<file path="config.mk">
export PLATFORM = sky130hd
export DESIGN_NAME = score_ctrl
export DESIGN_NICKNAME = d
export VERILOG_FILES = /design/src/rtl/doodle_pkg.sv /design/src/rtl/bin2bcd_seq.sv /design/src/rtl/score_ctrl.sv
export SDC_FILE = /design/constraint.sdc
export NUM_CORES = 1
export LEC_CHECK = 0
export BUFFER_PORTS_ARGS = -buffer_cell sky130_fd_sc_hd__buf_2
export CAP_MARGIN = 20
export CELL_PAD_IN_SITES_DETAIL_PLACEMENT = 1
export CELL_PAD_IN_SITES_GLOBAL_PLACEMENT = 2
export CORE_ASPECT_RATIO = 0.5
export CORE_MARGIN = 2
export CORE_UTILIZATION = 35
export DETAILED_ROUTE_END_ITERATION = 6
export GPL_ROUTABILITY_DRIVEN = 0
export HOLD_SLACK_MARGIN = 0.08
export PLACE_DENSITY = 0.79
export SLEW_MARGIN = 10
export SYNTH_ARGS = -nofsm -noshare
export SYNTH_HDL_FRONTEND = slang
export SYNTH_SLANG_ARGS = --single-unit
export TNS_END_PERCENT = 5
</file>
<file path="constraint.sdc">
create_clock -name Clk -period 3.8 [get_ports Clk]
set_input_delay 0.57 -clock Clk [delete_from_list [all_inputs] [get_ports Clk]]
set_output_delay 0.57 -clock Clk [all_outputs]
set_load 0.02 [all_outputs]
</file>
<file path="src/rtl/doodle_pkg.sv">
// Shared types and constants for the doodle score path: FSM state encoding,
// score/BCD widths and the BCD add-3 correction used by the converter.
package doodle_pkg;

  localparam int SCORE_W    = 11;
  localparam int BCD_DIGITS = 4;
  localparam int BCD_W      = 4 * BCD_DIGITS;

  localparam logic [2:0] SHOW_GAMEOVER = 3'd3;

  typedef enum logic [2:0] {
    S_IDLE  = 3'd0,
    S_ACCUM = 3'd1,
    S_DIV   = 3'd2,
    S_CONV  = 3'd3,
    S_LATCH = 3'd4
  } score_state_t;

  // Add 3 to every BCD nibble that is 5 or more, ahead of the next left shift.
  function automatic logic [BCD_W-1:0] bcd_add3(input logic [BCD_W-1:0] v);
    logic [BCD_W-1:0] r;
    r = v;
    for (int i = 0; i < BCD_DIGITS; i++) begin
      if (v[4*i +: 4] >= 4'd5) r[4*i +: 4] = v[4*i +: 4] + 4'd3;
    end
    return r;
  endfunction

endpackage

</file>
<file path="src/rtl/bin2bcd_seq.sv">
// Sequential double-dabble: start loads the binary value, then one bit is
// shifted per cycle for SCORE_W cycles; done_o marks the final shift cycle.
module bin2bcd_seq
  import doodle_pkg::*;
(
  input  logic               clk_i,
  input  logic               rst_ni,
  input  logic               clr_i,
  input  logic               start_i,
  input  logic [SCORE_W-1:0] bin_i,
  output logic               done_o,
  output logic [BCD_W-1:0]   bcd_o
);

  logic [SCORE_W-1:0] bin_q;
  logic [BCD_W-1:0]   bcd_q;
  logic [BCD_W-1:0]   bcd_adj;
  logic [3:0]         cnt_q;

  assign bcd_adj = bcd_add3(bcd_q);

  always_ff @(posedge clk_i or negedge rst_ni) begin
    if (!rst_ni) begin
      bin_q <= '0;
      bcd_q <= '0;
      cnt_q <= '0;
    end else if (clr_i) begin
      bin_q <= '0;
      bcd_q <= '0;
      cnt_q <= '0;
    end else if (start_i) begin
      bin_q <= bin_i;
      bcd_q <= '0;
      cnt_q <= 4'(SCORE_W);
    end else if (cnt_q != 4'd0) begin
      bcd_q <= {bcd_adj[BCD_W-2:0], bin_q[SCORE_W-1]};
      bin_q <= {bin_q[SCORE_W-2:0], 1'b0};
      cnt_q <= cnt_q - 4'd1;
    end
  end

  // High during the last shift so the caller leaves CONV after exactly SCORE_W cycles.
  assign done_o = (cnt_q == 4'd1);
  assign bcd_o  = bcd_q;

endmodule

</file>
<file path="src/rtl/score_ctrl.sv">
// Score controller: accumulates climbed pixels per frame, divides them into
// score points, converts to BCD and latches the digits once per frame.
// Optional high-score register enabled by SCORE_CTRL_HISCORE_EN.
module score_ctrl
  import doodle_pkg::*;
#(
  parameter int UNIT_DIST = 10,
  parameter int SCORE_MAX = 2047
) (
  input  logic               Clk,
  input  logic               Reset_n,
  input  logic               frame_tick,
  input  logic [9:0]         climb_px,
  input  logic [2:0]         show,
  input  logic               score_clr,
  output logic [SCORE_W-1:0] score_num,
  output logic [3:0]         digit3,
  output logic [3:0]         digit2,
  output logic [3:0]         digit1,
  output logic [3:0]         digit0,
  output logic [SCORE_W-1:0] hi_num,
  output logic               busy,
  output logic               overrun
);

  localparam logic [11:0]        UNIT_W = 12'(UNIT_DIST);
  localparam logic [SCORE_W-1:0] SMAX   = SCORE_W'(SCORE_MAX);

  logic [1:0]         rst_sync_q;
  logic               rst_n_int;
  score_state_t       state_q, state_d;
  logic [11:0]        dist_q;
  logic [9:0]         climb_q;
  logic [SCORE_W-1:0] score_q;
  logic [BCD_W-1:0]   digits_q;
  logic               ovr_q;
  logic               bcd_start;
  logic               bcd_done;
  logic [BCD_W-1:0]   bcd_val;

  // Assert asynchronously, release two clocks after Reset_n rises.
  always_ff @(posedge Clk or negedge Reset_n) begin
    if (!Reset_n) rst_sync_q <= 2'b00;
    else          rst_sync_q <= {rst_sync_q[0], 1'b1};
  end
  assign rst_n_int = rst_sync_q[1];

  always_ff @(posedge Clk or negedge rst_n_int) begin
    if (!rst_n_int) state_q <= S_IDLE;
    else            state_q <= state_d;
  end

  always_comb begin
    state_d = state_q;
    if (score_clr) begin
      state_d = S_IDLE;
    end else begin
      case (state_q)
        S_IDLE:  if (frame_tick) state_d = S_ACCUM;
        S_ACCUM: state_d = S_DIV;
        S_DIV:   if (dist_q < UNIT_W) state_d = S_CONV;
        S_CONV:  if (bcd_done) state_d = S_LATCH;
        S_LATCH: state_d = S_IDLE;
        default: state_d = S_IDLE;
      endcase
    end
  end

  always_comb begin
    busy      = (state_q != S_IDLE);
    bcd_start = (state_q == S_DIV) && (dist_q < UNIT_W) && !score_clr;
  end

  always_ff @(posedge Clk or negedge rst_n_int) begin
    if (!rst_n_int) begin
      dist_q   <= '0;
      climb_q  <= '0;
      score_q  <= '0;
      digits_q <= '0;
      ovr_q    <= 1'b0;
    end else if (score_clr) begin
      dist_q   <= '0;
      climb_q  <= '0;
      score_q  <= '0;
      digits_q <= '0;
      ovr_q    <= 1'b0;
    end else begin
      // A tick outside IDLE is dropped along with its pixel count.
      if (frame_tick) begin
        if (state_q == S_IDLE) climb_q <= climb_px;
        else                   ovr_q   <= 1'b1;
      end
      case (state_q)
        S_ACCUM: if (show != SHOW_GAMEOVER) dist_q <= dist_q + {2'b00, climb_q};
        S_DIV: begin
          if (dist_q >= UNIT_W) begin
            dist_q  <= dist_q - UNIT_W;
            score_q <= (score_q < SMAX) ? score_q + 11'd1 : SMAX;
          end
        end
        S_LATCH: digits_q <= bcd_val;
        default: ;
      endcase
    end
  end

  bin2bcd_seq u_bcd (
    .clk_i   (Clk),
    .rst_ni  (rst_n_int),
    .clr_i   (score_clr),
    .start_i (bcd_start),
    .bin_i   (score_q),
    .done_o  (bcd_done),
    .bcd_o   (bcd_val)
  );

`ifdef SCORE_CTRL_HISCORE_EN
  logic [SCORE_W-1:0] hi_q;

  // Survives score_clr; only a full reset forgets the best score.
  always_ff @(posedge Clk or negedge rst_n_int) begin
    if (!rst_n_int)                                           hi_q <= '0;
    else if (!score_clr && state_q == S_LATCH && score_q > hi_q) hi_q <= score_q;
  end
  assign hi_num = hi_q;
`else
  assign hi_num = '0;
`endif

  assign score_num = score_q;
  assign digit3    = digits_q[15:12];
  assign digit2    = digits_q[11:8];
  assign digit1    = digits_q[7:4];
  assign digit0    = digits_q[3:0];
  assign overrun   = ovr_q;

endmodule
</file>
After elaboration in Yosys (flattened, before gate mapping)
Index checks and enable logic that the tools add are counted.
{"block": "classes", "n_addsub": 8, "magnitude_cmp": 7, "eq_ne": 12, "n_mux": 34, "reduce_logical": 18}
{"cell": "$mux W16", "n": 5}
{"cell": "$mux W11", "n": 7}
{"cell": "$mux W12", "n": 3}
{"cell": "$mux W10", "n": 3}
{"cell": "$mux W4", "n": 6}
{"cell": "$pmux W12 S2", "n": 1}
{"cell": "$ge A4 B3 Y1 const B", "n": 4}
{"cell": "$mux W3", "n": 5}
{"cell": "$add A12 B10 Y12", "n": 1}
{"cell": "$add A4 B2 Y4 const B", "n": 3}
{"cell": "$ge A12 B4 Y1 const B", "n": 1}
{"cell": "$lt A12 B4 Y1 const B", "n": 1}
{"cell": "$pmux W3 S4", "n": 1}
{"cell": "$sub A12 B4 Y12 const B", "n": 1}
{"cell": "$add A11 B1 Y11 const B", "n": 1}
{"cell": "$lt A11 B11 Y1 const B", "n": 1}
{"cell": "$reduce_bool A2 Y1", "n": 5}
{"cell": "$ne A3 B2 Y1 const B", "n": 3}
{"cell": "$ne A3 B3 Y1 const B", "n": 3}
{"cell": "$reduce_bool A3 Y1", "n": 3}
{"cell": "$eq A3 B2 Y1 const B", "n": 2}
{"cell": "$reduce_and A2 Y1", "n": 3}
{"cell": "$reduce_and A3 Y1", "n": 2}
{"cell": "$eq A4 B1 Y1 const B", "n": 1}
{"cell": "10 further kinds", "n": 13}
{"block": "totals", "ff_bits": 86, "in_bits": 17, "output_inout_bits": 40, "wordCells": 89}

Logic depth before layout (Yosys ltp)
{"block": "logic_depth", "word_depth": 5, "depth_mapped": 8, "ltp_nobuf": 8}

Hierarchy
From an unflattened synthesis, not the netlist that was laid out.
{"block": "hier_totals", "cells_unflattened": 479, "area_unflattened_um2": 4834.6}
{"mod": "score_ctrl", "n_inst": 1, "cells_each": 321, "area_each_um2": 3109.2, "seq_area_each_um2": 1376.3}
{"mod": "bin2bcd_seq", "n_inst": 1, "cells_each": 158, "area_each_um2": 1725.4, "seq_area_each_um2": 775.7}

Least setup slack after synthesis
Ideal clock, no wire load.
{"block": "synth_timing", "path_type": "reg2reg", "startpoint": "reg dist_q[0]", "endpoint": "reg dist_q[8]", "setup_time_ps": 129, "t_arrival_ps": 2076, "required_ps": 3671, "path_slack_ps": 1595, "path_stages_with_launch": 9, "path_buffers": 0, "synth_period_minus_slack_ps": 2205, "path_cell_list": "dfrtp_1 > ha_1 > fa_1 > a211oi_1 > o21bai_1 > a2111oi_0 > nor3_1 > xnor2_1 > o21ai_1"}
{"block": "synth_via", "elab_chain_cells": 4, "word_cells_on_any_way": 9, "cone_classes": "add/sub: 2; order compare: 1; eq/ne: 1; mux: 4; reduce/logical: 1"}
{"item": "start: declaration", "line_no": "score_ctrl.sv:32", "text": "logic [11:0] dist_q;"}
{"item": "start signal: assignment", "line_no": "score_ctrl.sv:94", "text": "S_ACCUM: if (show != SHOW_GAMEOVER) dist_q <= dist_q + {2'b00, climb_q};"}
{"item": "start signal: assignment", "line_no": "score_ctrl.sv:97", "text": "dist_q <= dist_q - UNIT_W;"}
{"item": "$sub A12 B4 Y12 / $add A12 B10 Y12 (equally long branches)", "line_no": "score_ctrl.sv:97, score_ctrl.sv:94"}
{"item": "$mux W12 (on tied branches)", "line_no": "score_ctrl.sv:96, score_ctrl.sv:94"}
{"item": "$pmux W12 S2", "line_no": "score_ctrl.sv:93", "text": "case (state_q)"}
{"item": "$mux W12", "line_no": "score_ctrl.sv:81", "text": "end else if (score_clr) begin"}
Parallel ways exist; a longest one is shown, timed or not. The select of a mux whose other input is x is not followed.
A chain may end at the register's enable or synchronous reset.

Worst setup path in the final report
Ends and elaborated chain as after synthesis.

==> summary.md <==
| Metric | Value |
|---|---|
| Worst hold path depth | `0` |
| Worst R2R Path Depth | `8` |
| TritonCTS Sinks | `86` |
| Post-synthesis sequential area ratio | `44.6%` |
| Site Rows | `30` |
| Synth unique cells | `55` |
| Seq cells post-synth | `86` |
| Max Cap Viol | `0` |
| Clock tree buffer depth | `2` |
| Arr. time, crit path | `2.76 ns` |
| Post-synth top area share | `44.6%` |
| Final Non-Filler Cells | `764` |
| Synth area leader | `dfrtp_1` |
| Final #Nets | `623` |
| Peak supply drop | `196 uV` |
| CTS clk-pin slew, worst paths | `0.06 ns` |
| Fin. Hold Viols | `0` |
| Layout cell share with drive strength beyond 1 | `12.8%` |
| Top_reg_cell synth | `dfrtp_1` |
| Slew @ Worst Pin | `0.947 ns` |
| RSZ-0062 raised after global routing | `no` |
| Status | `complete, no violations` |
| Slew headroom | `36.8%` |
| CTS root buf | `clkbuf_16` |
| Finished Core Util | `40.2%` |
| CTS buffer count | `9` |
| Pwr dens | `551 nW/um^2` |
| Critical path fanouts, max | `3` |
| First-pass GRT wire length | `20.6 mm` |
| Hold Crit Class | `reg2reg` |
| Vias | `4053` |
| DIE AREA | `14800 sq um` |
| WHS | `0.353 ns` |
| Synth top area cells | `dfrtp_1 (45%), a21oi_1 (7.1%), nand2_1 (6.1%), ha_1 (5.7%), o21ai_0 (5.4%)` |
| CP Capture Type | `flop` |
| DRC viols | `0` |
| Max frequency | `393 MHz` |
| Synthesized area | `4820 sq um` |
| ANT nets after route | `0` |
| Initial Utilization | `35.7%` |
| Drt wl/cell | `16.0 um` |
| Top-count cell post-synth | `dfrtp_1` |
| Post-synth EDFFs | `0` |
| Placed instance area | `5140 sq um` |
| Area of the core | `13500 sq um` |
| Drt total wl | `12.2 mm` |
| Die H | `87.0 um` |
| Iter 0 DRT Violations | `187` |
| Setup-failing EPs final | `0` |
| Area delta synth->final | `12.5%` |
| Vias in the first global route | `4117` |
| Die X | `170 um` |
| Post-synthesis cell count | `547` |
| N_diodes | `0` |
| IO Count | `57` |
| GRT Overall Usage | `17.6%` |
| Vias per cell | `5.30` |
| Worst Skew | `0.00883 ns` |
| WP data required | `4.02 ns` |
| Max-slew violation count | `0` |
| Final instance area | `5430 sq um` |
| IO buf count | `45` |
| Period utilization | `66.9%` |
| WS Path Type | `reg2reg` |
| Cell Count Post-Placement | `746` |
| Post-synth ARST share | `100%` |
| Pleak | `2.47 nW` |
| Synth Area per Inst | `8.82 sq um` |
| Setup WS pre-CTS | `1.04 ns` |
| Largest net degree at the start of global routing | `71` |
| Synth Warn # | `0` |
| Worst setup SP type | `flop` |
| Clock latency on the worst-skew pair | `0.35 ns` |
| Initial antenna violation count | `0` |
| H-tree depth | `3` |
| Setup tns final | `0 ns` |
| Synth top cells by count | `dfrtp_1 (86), nand2_1 (79), a21oi_1 (68)` |
| CTS tree | `yes` |
| Setup WS post-layout | `1.26 ns` |
| Post_cts resized | `0` |
| Pwr Total | `2.99 mW` |
| Fin crit period | `2.54 ns` |
| Detailed Routing Iterations Pass 1 | `4` |
| Hpwl dp | `8.50 mm` |
| Grt total ovfl | `0` |
## power breakdown
part,switching (mW),leakage [nW],total (mW),internal (mW)
Sequential,0.150,1.17,1.19,1.04
Combinational,0.621,1.17,0.966,0.345
Clock,0.384,0.129,0.830,0.447
## cells by family after synthesis
logic type	count (synthesis)	share of synthesized area, %
AOI/OAI and AO/OA	177	22.2
xor gates and xnor gates	14	2.54
adders and majority gates	23	6.12
buffers and inverters	57	5.81
DFF	86	44.6
muxes	2	0.519
other	2	0.156
and+or+nand+nor	186	18.0
## cells in the final DEF, fill, tap and decap left out, drive strengths merged, types with 8 or more instances in the layout
cell	synthesis	routed
a21oi	68	68
buf	22	49
a211oi	8	8
a22o	18	18
nand3	11	11
ha	22	22
and3	8	8
nor2	42	42
inv	21	22
xnor2	11	11
dfrtp	86	86
o21ai	55	55
conb	2	12
nand2	81	81
clkbuf	13	10
nor3	14	14
## worst paths after layout
kind / from / endpoint / slack, ns
max: dist_q[0] / dist_q[8] / 1.26
min: rst_sync_q[0] / rst_sync_q[1] / 0.35
max reg2reg: dist_q[0] / dist_q[8] / 1.26
min reg2reg: rst_sync_q[0] / rst_sync_q[1] / 0.35
max in group asynchronous: rst_sync_q[1] / u_bcd.bin_q[10] / 2.53
min in group asynchronous: rst_sync_q[1] / climb_q[6] / 0.48
## repair_timing
action	in CTS	in global routing
hold buffers	1	0
endpoints found under the hold margin	2	0
buffers inserted	0	0
## registers in the layout (all words and copies together), names as in the netlist
signal       flops
score_num       11
digits_q        16
climb_q         10
u_bcd.bcd_o     16
state_q          3
overrun          1
u_bcd.bin_q     11
rst_sync_q       2
dist_q          12
u_bcd.cnt_q      4
## critical path, cell delays in order, from the launching register on
cell and delay (ns):
dfrtp_1 0.39, ha_1 0.26, fa_1 0.44, a211oi_1 0.28, o21bai_1 0.16, a2111oi_0 0.44
nor3_1 0.13, xnor2_1 0.23, o21ai_1 0.09
## layout make-up
| cell class | count | area, sq um |
|---|---|---|
| multi-input combinational | 414 | 2430 |
| sequential | 86 | 2160 |
| clock buffer | 10 | 229 |
| fill | 1611 | 8090 |
| clock inverter | 6 | 46.3 |
| tap | 176 | 220 |
| inverter | 22 | 82.6 |
| timing repair buffer | 50 | 263 |
## per-layer routing
| metal | vias to the layer above | routed length [um] | global-route usage, % |
|---|---|---|---|
| li1 | 1982 | - | - |
| met1 | 2000 | 6210 | 24.2 |
| met2 | 59 | 5480 | 28.2 |
| met3 | 12 | 338 | 3.73 |
| met4 | 0 | 155 | 5.13 |
| met5 | - | 0 | 0 |
No activity file was read; power rests on OpenSTA's default activity.
